==> config.mk <==
export PLATFORM = sky130hd
export DESIGN_NAME = local_port_rx_vc_buffer_flat
export DESIGN_NICKNAME = d
export VERILOG_FILES = /design/src/rtl/local_port_rx_vc_buffer_if.sv /design/src/rtl/local_port_rx_vc_buffer.sv /design/src/flat_wrapper.sv
export SDC_FILE = /design/constraint.sdc
export NUM_CORES = 1
export LEC_CHECK = 0
export CORE_AREA = 2 2 261 134
export DETAILED_ROUTE_END_ITERATION = 10
export DIE_AREA = 0 0 263 136
export HOLD_SLACK_MARGIN = 0.08
export PLACE_DENSITY_LB_ADDON = 0.2
export SLEW_MARGIN = 40
export SYNTH_ARGS = -nofsm -noshare
export SYNTH_HDL_FRONTEND = slang
export SYNTH_SLANG_ARGS = --single-unit
==> constraint.sdc <==
create_clock -name clk -period 10.2 [get_ports clk]
set_input_delay 2.04 -clock clk [delete_from_list [all_inputs] [get_ports clk]]
set_output_delay 2.04 -clock clk [all_outputs]
set_load 0.005 [all_outputs]
==> src/rtl/local_port_rx_vc_buffer_if.sv <==
// Local-port receive link: device flit input, per-VC head view, dequeue request,
// credit return and error status.
interface local_port_rx_vc_buffer_if #(
  parameter int VC_NUM  = 2,
  parameter int FLIT_W  = 64,
  parameter int VC_ID_W = 1,
  parameter int CNT_W   = 2
);
  logic                     rx_flit_v_i;
  logic [VC_ID_W-1:0]       rx_flit_vc_id_i;
  logic [FLIT_W-1:0]        rx_flit_i;
  logic [VC_NUM-1:0]        vc_head_vld_o;
  logic [VC_NUM*FLIT_W-1:0] vc_head_flit_o;
  logic [VC_NUM*CNT_W-1:0]  vc_occupancy_o;
  logic                     deq_v_i;
  logic [VC_ID_W-1:0]       deq_vc_id_i;
  logic                     tx_lcrd_v_o;
  logic [VC_ID_W-1:0]       tx_lcrd_id_o;
  logic                     overflow_err_o;
  logic                     underflow_err_o;

  modport master (
    output rx_flit_v_i, rx_flit_vc_id_i, rx_flit_i, deq_v_i, deq_vc_id_i,
    input  vc_head_vld_o, vc_head_flit_o, vc_occupancy_o, tx_lcrd_v_o,
           tx_lcrd_id_o, overflow_err_o, underflow_err_o
  );

  modport slave (
    input  rx_flit_v_i, rx_flit_vc_id_i, rx_flit_i, deq_v_i, deq_vc_id_i,
    output vc_head_vld_o, vc_head_flit_o, vc_occupancy_o, tx_lcrd_v_o,
           tx_lcrd_id_o, overflow_err_o, underflow_err_o
  );
endinterface

==> src/rtl/local_port_rx_vc_buffer.sv <==
// Per-VC flit FIFOs for the local input port; every accepted dequeue returns
// one credit for its VC on the following cycle.
module local_port_rx_vc_buffer #(
  parameter int VC_NUM   = 2,
  parameter int VC_DEPTH = 2,
  parameter int FLIT_W   = 64,
  parameter int VC_ID_W  = (VC_NUM > 1) ? $clog2(VC_NUM) : 1,
  parameter int CNT_W    = $clog2(VC_DEPTH + 1)
) (
  input logic                      clk,
  input logic                      rst,
  local_port_rx_vc_buffer_if.slave bus
);
  localparam int PTR_W = (VC_DEPTH > 1) ? $clog2(VC_DEPTH) : 1;

  logic [FLIT_W-1:0]  r_mem  [VC_NUM][VC_DEPTH];
  logic [PTR_W-1:0]   r_wptr [VC_NUM];
  logic [PTR_W-1:0]   r_rptr [VC_NUM];
  logic [CNT_W-1:0]   r_cnt  [VC_NUM];
  logic               r_lcrd_v;
  logic [VC_ID_W-1:0] r_lcrd_id;
  logic               r_ovf;
  logic               r_unf;

  logic [VC_NUM-1:0] w_enq_hit, w_deq_hit, w_enq_ok, w_deq_ok, w_full, w_empty;
  logic              w_ovf, w_unf;

  function automatic logic [PTR_W-1:0] ptr_inc(input logic [PTR_W-1:0] p);
    return (p == PTR_W'(VC_DEPTH - 1)) ? '0 : p + 1'b1;
  endfunction

  // A full VC still accepts a flit when the same cycle dequeues from it.
  always_comb begin
    w_enq_hit = '0;
    w_deq_hit = '0;
    w_enq_ok  = '0;
    w_deq_ok  = '0;
    w_full    = '0;
    w_empty   = '0;
    for (int v = 0; v < VC_NUM; v++) begin
      w_empty[v]   = (r_cnt[v] == '0);
      w_full[v]    = (r_cnt[v] == CNT_W'(VC_DEPTH));
      w_enq_hit[v] = bus.rx_flit_v_i && (32'(bus.rx_flit_vc_id_i) == v);
      w_deq_hit[v] = bus.deq_v_i && (32'(bus.deq_vc_id_i) == v);
      w_deq_ok[v]  = w_deq_hit[v] && !w_empty[v];
      w_enq_ok[v]  = w_enq_hit[v] && (!w_full[v] || w_deq_ok[v]);
    end
    // An id matching no VC leaves the hit vector empty and counts as an error.
    w_ovf = (|(w_enq_hit & w_full & ~w_deq_ok)) || (bus.rx_flit_v_i && !(|w_enq_hit));
    w_unf = (|(w_deq_hit & w_empty)) || (bus.deq_v_i && !(|w_deq_hit));
  end

  always_ff @(posedge clk) begin
    if (rst) begin
      for (int v = 0; v < VC_NUM; v++) begin
        r_wptr[v] <= '0;
        r_rptr[v] <= '0;
        r_cnt[v]  <= '0;
      end
      r_lcrd_v  <= 1'b0;
      r_lcrd_id <= '0;
      r_ovf     <= 1'b0;
      r_unf     <= 1'b0;
    end else begin
      for (int v = 0; v < VC_NUM; v++) begin
        if (w_enq_ok[v]) r_wptr[v] <= ptr_inc(r_wptr[v]);
        if (w_deq_ok[v]) r_rptr[v] <= ptr_inc(r_rptr[v]);
        case ({w_enq_ok[v], w_deq_ok[v]})
          2'b10:   r_cnt[v] <= r_cnt[v] + 1'b1;
          2'b01:   r_cnt[v] <= r_cnt[v] - 1'b1;
          default: r_cnt[v] <= r_cnt[v];
        endcase
      end
      r_lcrd_v <= |w_deq_ok;
      if (|w_deq_ok) r_lcrd_id <= bus.deq_vc_id_i;
      if (w_ovf) r_ovf <= 1'b1;
      if (w_unf) r_unf <= 1'b1;
    end
  end

  always_ff @(posedge clk) begin
    for (int v = 0; v < VC_NUM; v++) begin
      if (!rst && w_enq_ok[v]) r_mem[v][r_wptr[v]] <= bus.rx_flit_i;
    end
  end

  for (genvar g = 0; g < VC_NUM; g++) begin : g_vc_out
    assign bus.vc_head_vld_o[g]                     = !w_empty[g];
    assign bus.vc_head_flit_o[g*FLIT_W +: FLIT_W]   = r_mem[g][r_rptr[g]];
    assign bus.vc_occupancy_o[g*CNT_W +: CNT_W]     = r_cnt[g];
  end

  assign bus.tx_lcrd_v_o     = r_lcrd_v;
  assign bus.tx_lcrd_id_o    = r_lcrd_id;
  assign bus.overflow_err_o  = r_ovf;
  assign bus.underflow_err_o = r_unf;
endmodule

==> src/flat_wrapper.sv <==
// flat-port wrapper written by rule: the top's interface ports become plain ports
module local_port_rx_vc_buffer_flat 
#(
  parameter int VC_NUM   = 2,
  parameter int VC_DEPTH = 2,
  parameter int FLIT_W   = 64,
  parameter int VC_ID_W  = (VC_NUM > 1) ? $clog2(VC_NUM) : 1,
  parameter int CNT_W    = $clog2(VC_DEPTH + 1)
)
  (clk, rst, bus_rx_flit_v_i, bus_rx_flit_vc_id_i, bus_rx_flit_i, bus_deq_v_i, bus_deq_vc_id_i, bus_vc_head_vld_o, bus_vc_head_flit_o, bus_vc_occupancy_o, bus_tx_lcrd_v_o, bus_tx_lcrd_id_o, bus_overflow_err_o, bus_underflow_err_o);
  local_port_rx_vc_buffer_if #(.VC_NUM(VC_NUM), .FLIT_W(FLIT_W), .VC_ID_W(VC_ID_W), .CNT_W(CNT_W)) bus_i ();
  input logic clk;
  input logic rst;
  input wire logic [$bits(bus_i.rx_flit_v_i)-1:0] bus_rx_flit_v_i;
  input wire logic [$bits(bus_i.rx_flit_vc_id_i)-1:0] bus_rx_flit_vc_id_i;
  input wire logic [$bits(bus_i.rx_flit_i)-1:0] bus_rx_flit_i;
  input wire logic [$bits(bus_i.deq_v_i)-1:0] bus_deq_v_i;
  input wire logic [$bits(bus_i.deq_vc_id_i)-1:0] bus_deq_vc_id_i;
  output wire logic [$bits(bus_i.vc_head_vld_o)-1:0] bus_vc_head_vld_o;
  output wire logic [$bits(bus_i.vc_head_flit_o)-1:0] bus_vc_head_flit_o;
  output wire logic [$bits(bus_i.vc_occupancy_o)-1:0] bus_vc_occupancy_o;
  output wire logic [$bits(bus_i.tx_lcrd_v_o)-1:0] bus_tx_lcrd_v_o;
  output wire logic [$bits(bus_i.tx_lcrd_id_o)-1:0] bus_tx_lcrd_id_o;
  output wire logic [$bits(bus_i.overflow_err_o)-1:0] bus_overflow_err_o;
  output wire logic [$bits(bus_i.underflow_err_o)-1:0] bus_underflow_err_o;
  assign bus_i.rx_flit_v_i = bus_rx_flit_v_i;
  assign bus_i.rx_flit_vc_id_i = bus_rx_flit_vc_id_i;
  assign bus_i.rx_flit_i = bus_rx_flit_i;
  assign bus_i.deq_v_i = bus_deq_v_i;
  assign bus_i.deq_vc_id_i = bus_deq_vc_id_i;
  assign bus_vc_head_vld_o = bus_i.vc_head_vld_o;
  assign bus_vc_head_flit_o = bus_i.vc_head_flit_o;
  assign bus_vc_occupancy_o = bus_i.vc_occupancy_o;
  assign bus_tx_lcrd_v_o = bus_i.tx_lcrd_v_o;
  assign bus_tx_lcrd_id_o = bus_i.tx_lcrd_id_o;
  assign bus_overflow_err_o = bus_i.overflow_err_o;
  assign bus_underflow_err_o = bus_i.underflow_err_o;
  local_port_rx_vc_buffer #(.VC_NUM(VC_NUM), .VC_DEPTH(VC_DEPTH), .FLIT_W(FLIT_W), .VC_ID_W(VC_ID_W), .CNT_W(CNT_W)) u_core (.clk(clk), .rst(rst), .bus(bus_i));
endmodule
-- Yosys cells after proc, flatten, opt, wreduce, memory -nomap -nowiden
Memories as Yosys holds them, arrays and structs flattened.
Index checks and enable logic that the tools add are counted.
- memories: 4
- bits of input ports: 70
- RAM bits: 264
- logic and storage cells: 146
- flip-flop bits (word level): 4
- output and inout bits: 138
- memory list (name ; depth ; bits a word ; rd ports ; clocked after memory_dff ; wr ports ; RTL line ; source):
    u_core.r_mem ; 2 ; 128 ; 2 ; 0 ; 1 ; local_port_rx_vc_buffer.sv:16 ; logic [FLIT_W-1:0] r_mem [VC_NUM][VC_DEPTH];
    u_core.r_cnt ; 2 ; 2 ; 2 ; 0 ; 2 ; local_port_rx_vc_buffer.sv:19 ; logic [CNT_W-1:0] r_cnt [VC_NUM];
    u_core.r_rptr ; 2 ; 1 ; 2 ; 0 ; 2 ; local_port_rx_vc_buffer.sv:18 ; logic [PTR_W-1:0] r_rptr [VC_NUM];
    u_core.r_wptr ; 2 ; 1 ; 2 ; 0 ; 2 ; local_port_rx_vc_buffer.sv:17 ; logic [PTR_W-1:0] r_wptr [VC_NUM];
- reduce and logical (&&, ||, !) cells: 35
- equal/unequal tests: 6
- bitwise gates (word level): 20
- multiplexer cells: 63
- $add $sub $neg: 8
- order comparisons: 6
- operator list (kind ; count):
    $mux 128 ; 4
    $mux 64 ; 8
    $demux 64 s1 ; 2
    $reduce_or 128->1 ; 1
    $mux 1 ; 43
    $logic_and 1x1->1 ; 14
    $reduce_or 2->1 ; 7
    $mux 2 ; 6
    $or 1x1->1 ; 10
    $eq 2x2->1 const B ; 4
    $ge 2x2->1 const B ; 4
    $not 1->2 ; 4
    $logic_not 1->1 ; 7
    $and 2x2->2 ; 3
    $add 1x1->1 const B ; 4
    $add 2x1->2 const B ; 2
    $eq 2x1->1 const B ; 2
    $logic_not 2->1 ; 2
    $logic_or 1x1->1 ; 4
    $lt 2x1->1 const B ; 2
    $sub 2x1->2 const B ; 2
    $not 1->1 ; 2
    $not 2->2 ; 1

-- Longest topological paths before layout
- word-level depth: 12
- depth in mapped cells: 6
- depth with buffers taken out: 6

-- Worst setup path after synthesis
Ideal clock, no wire load.
- path kind: input -> register
- from: input bus_deq_vc_id_i
- to: memory u_core.r_mem[0][128] in the netlist's numbering (enable)
- setup time: 0.578 ns
- data arrival time: 7.129 ns
- stages: 3
- path slack: 2.493 ns
- path buffers: 0
- required time: 9.622 ns
- cells stage by stage: nand3b_2 > a21o_1 > nor3b_1
- cells in the longest elaborated chain, start to end: 9
- elaborated cells on any way between the ends: 18
- classes of those cells: 6 x mux; 1 x bitwise; 11 x reduce/logical
- ends and longest elaborated chain (what ; RTL line ; source):
    start: declaration ; flat_wrapper.sv:18 ; input wire logic [$bits(bus_i.deq_vc_id_i)-1:0] bus_deq_vc_id_i;
    $logic_and 1x1->1 / $not 1->1 (equally long branches) ; local_port_rx_vc_buffer.sv:44 ; w_deq_hit[v] = bus.deq_v_i && (32'(bus.deq_vc_id_i) == v);
    $logic_and 1x1->1, on equally long branches ; local_port_rx_vc_buffer.sv:45, local_port_rx_vc_buffer.sv:44 ;
    $logic_or 1x1->1 / $logic_and 1x1->1 (equally long branches) ; local_port_rx_vc_buffer.sv:46, local_port_rx_vc_buffer.sv:45 ;
    $logic_and 1x1->1 / $logic_or 1x1->1 (equally long branches) ; local_port_rx_vc_buffer.sv:46 ; w_enq_ok[v] = w_enq_hit[v] && (!w_full[v] || w_deq_ok[v]);
    $logic_and 1x1->1, on equally long branches ; local_port_rx_vc_buffer.sv:83, local_port_rx_vc_buffer.sv:46 ;
    $mux 1 / $logic_and 1x1->1 (equally long branches) ; local_port_rx_vc_buffer.sv:83 ; if (!rst && w_enq_ok[v]) r_mem[v][r_wptr[v]] <= bus.rx_flit_i;
    $mux 128 (implied by the code) / $mux 1 (equally long branches) ; local_port_rx_vc_buffer.sv:83 ;
    $reduce_or 128->1 (no source line) / $mux 128 (equally long branches) ; n/a ;
    $mux 1 (no source line) / $mux 128 (equally long branches) ; n/a ;
    end: declaration ; local_port_rx_vc_buffer.sv:16 ;
Parallel ways exist; a longest one is shown, timed or not.

==> impl_metrics.py <==
metrics = {
    "placed_design": {
        "gp_congestion": 0.737,
        "placed_cells": 1127,
        "placement.cell_area_um2": 12600,
        "port_buffers": 207,
        "hpwlAfterDp_um": 14300,
    },
    "drt": {
        "detailedRoute.firstPassIterationCount": 4,
        "antenna_left": 0,
        "remaining_drc_errors": 0,
        "routed_wirelength_um": 21400,
        "via_per_inst": 4.36,
        "routedWlPerCell_um": 18.2,
        "vias": 5111,
        "drt-initial-drc-count": 233,
    },
    "critical_path": {
        "critPathMaxFanout": 50,
        "cp_required_ns": 8.16,
        "critical_path_launch_point_type": "register",
        "end_kind": "primary output",
        "criticalPathCategory": "register to primary output",
        "worst-endpoint-arrival_ns": 2.99,
    },
    "timing": {
        "finClkSkew_ns": 0.0112,
        "max_slew.worst_pin.slew_ns": 0.789,
        "slew_headroom_pct": 47.4,
        "finalCritPeriodShare_pct": 49.4,
        "hold_slack_ns": 0.446,
        "setup-tns-final_ns": 0,
        "fin_crit_ns": 5.03,
        "rsz0062_at_grt": "no",
        "final_setup_violations": 0,
        "fmax_mhz": 199,
        "maxSlewViolCount": 0,
        "timing_hold_violations_final": 0,
    },
    "clock_network": {
        "clkTransAtPathRegs_ns": 0.06,
        "clockBufferDepth": 3,
        "cts.root.buffer_cell": "sky130_fd_sc_hd__clkbuf_16",
        "cts-buffers-inserted": 25,
        "post-cts-setup-buffers": 0,
        "tritoncts": "built",
        "post_cts_hold_buffer_count": 0,
        "post_cts.resized_instances": 0,
        "cts_htree_levels": 1,
        "clkLatencyLatePin_ns": 0.52,
        "cts_sinks": 268,
    },
    "yosys": {
        "syn-num-nets": 548,
        "synth.cell_area_um2": 9930,
        "synth_area_per_cell_um2": 20.9,
        "post_synth_num_cell_types": 32,
        "seq_area_frac_synth_pct": 80.7,
        "yosys_register_bits": 268,
        "synth_top_cell_area_share_pct": 79.8,
        "netlist_top_cells_area": "sky130_fd_sc_hd__edfxtp_1 80%, sky130_fd_sc_hd__mux2_2 15%, sky130_fd_sc_hd__dfxtp_1 0.81%",
        "cell_type_with_the_highest_aggregate_area_in_the_netlist": "sky130_fd_sc_hd__edfxtp_1",
        "synthesis.yosys.warnings": 0,
        "postSynthCellCount": 474,
    },
    "finish": {
        "layoutNonFillerInstCount": 1172,
        "synthToLayoutAreaGrowth_pct": 34.6,
        "drive_above_1_share_pct": 25.0,
        "final_cell_area_um2": 13400,
        "final_nets": 778,
    },
    "grt": {
        "globalRouteOverflowTotal": 0,
        "grt_antenna_before_repair": 0,
        "first_global_vias": 5349,
        "overall_fraction_of_global_route_tracks_in_use_pct": 11.8,
        "wire_length_of_the_first_global_routing_pass_um": 32500,
        "maximum_number_of_pins_on_one_net_before_global_route_repair": 51,
    },
    "power": {
        "p_leak_nw": 4.35,
        "power_density_nw_per_um2": 178,
        "total_power_mw": 2.37,
        "vdd.ir_drop.worst_mv": 0.121,
    },
    "floorplanning": {
        "io_pins": 208,
        "fp.dieW_um": 263,
        "row_count": 48,
        "initial_utilization_pct": 29.4,
        "floorplan.die.height_um": 136,
        "placeable_core_area_um2": 33800,
        "die-area_um2": 35800,
    },
    "outcome": {
        "outcome": "complete, no violations",
    },
    "flow_run": {
        "max_cap_viol_count": 0,
    },
    "min_path": {
        "min-delay-path-class": "register to register",
    },
}
==> flip-flops by register name, summed over array words and instances, names as in the netlist <==
register / count
u_core.bus.tx_lcrd_id_o: 1
u_core.bus.tx_lcrd_v_o: 1
u_core.r_cnt: 4
u_core.r_rptr: 2
u_core.bus.overflow_err_o: 1
u_core.r_wptr: 2
u_core.bus.underflow_err_o: 1
u_core.r_mem: 256
==> final timing paths <==
check                             start                    endpoint  slack, ns  depth (start not counted)
min          u_core.bus.underflow_err_o  u_core.bus.underflow_err_o       0.45                          2
max                 u_core.r_rptr[0][0]      bus_vc_head_flit_o[60]       5.17                          3
max reg2reg          u_core.r_cnt[1][0]        u_core.r_mem[0][171]       7.78                          6
min reg2reg  u_core.bus.underflow_err_o  u_core.bus.underflow_err_o       0.45                          2
==> final cells by class <==
class	count	area, um2
fillers	3044	20400
flip-flops and latches	268	8010
repair buffers	219	2160
multi-input cells	182	1830
clock buffers	27	633
well taps	450	563
clock inverters	17	130
inverters	8	30.0
diodes	1	2.50
==> metal layers <==
layer  part of all wire [%]  wire (um)  track usage, %
met1                     50      10600            17.2
met5                      0          0               0
met3                    4.7        999            3.01
met4                    2.1        448            2.63
met2                     43       9280            17.8
==> kinds of logic (layout without fill, tap and decap cells) <==
kind of cell,after synthesis,in the layout,synth area share [%]
adder cells (fa/ha/maj),4,4,0.504
other,0,1,0
multiplexers,128,128,14.5
XOR/XNOR,1,1,0.0882
AO/OA/AOI/OAI,18,18,1.27
AND/OR/NAND/NOR,31,31,1.87
buffers and inverters,24,271,1.10
flip-flops,268,268,80.7
==> placed cells by master (no fill, tap or decap), drive strengths merged, types with 3 or more instances in the layout <==
cell	n
clkinv	13
o21ai	3
buf	12
clkdlybuf4s50	207
ha	4
nor3	4
edfxtp	264
mux2	128
nor2	8
nand2b	5
a211oi	3
clkbuf	27
a21oi	6
dfxtp	4
inv	8
==> metrics by stage <==
stage	utilization, %	setup WS (ns)
after global placement	37.3	5.76
after global routing	39.6	5.02
final	39.6	5.17
after detailed placement	37.3	5.70
after CTS	39.6	5.10
after floorplan	-	2.49
==> where the power goes <==
part | internal [mW] | total (mW) | switching (mW) | leakage, nW
clock | 0.496 | 0.881 | 0.386 | 0.364
sequential | 1.24 | 1.25 | 0.0107 | 2.44
combinational | 0.138 | 0.238 | 0.0996 | 1.55
total | 1.88 | 2.37 | 0.496 | 4.35
==> worst max-delay path, cell delays in order, from the launching register on <==
cell and delay, ns:
sky130_fd_sc_hd__edfxtp_1 0.78, sky130_fd_sc_hd__buf_4 0.67, sky130_fd_sc_hd__mux2_2 0.42, sky130_fd_sc_hd__clkdlybuf4s50_1 0.47
==> Yosys cell counts, drive strengths merged <==
library cell	count
nor3	4
nor3b	2
o31a	1
or2b	1
and2b	1
a221oi	1
and3	1
buf	16
xnor2	1
inv	8
nor2b	1
or4b	1
mux2	128
nand3	1
nand3b	1
and3b	1
nand2b	5
a211oi	3
edfxtp	264
ha	4
a21o	2
o21bai	1
nand2	2
a211o	1
and2	1
or2	1
nor2	8
a21oi	6
o21ai	3
dfxtp	4
(Power assumes the default switching activity.)
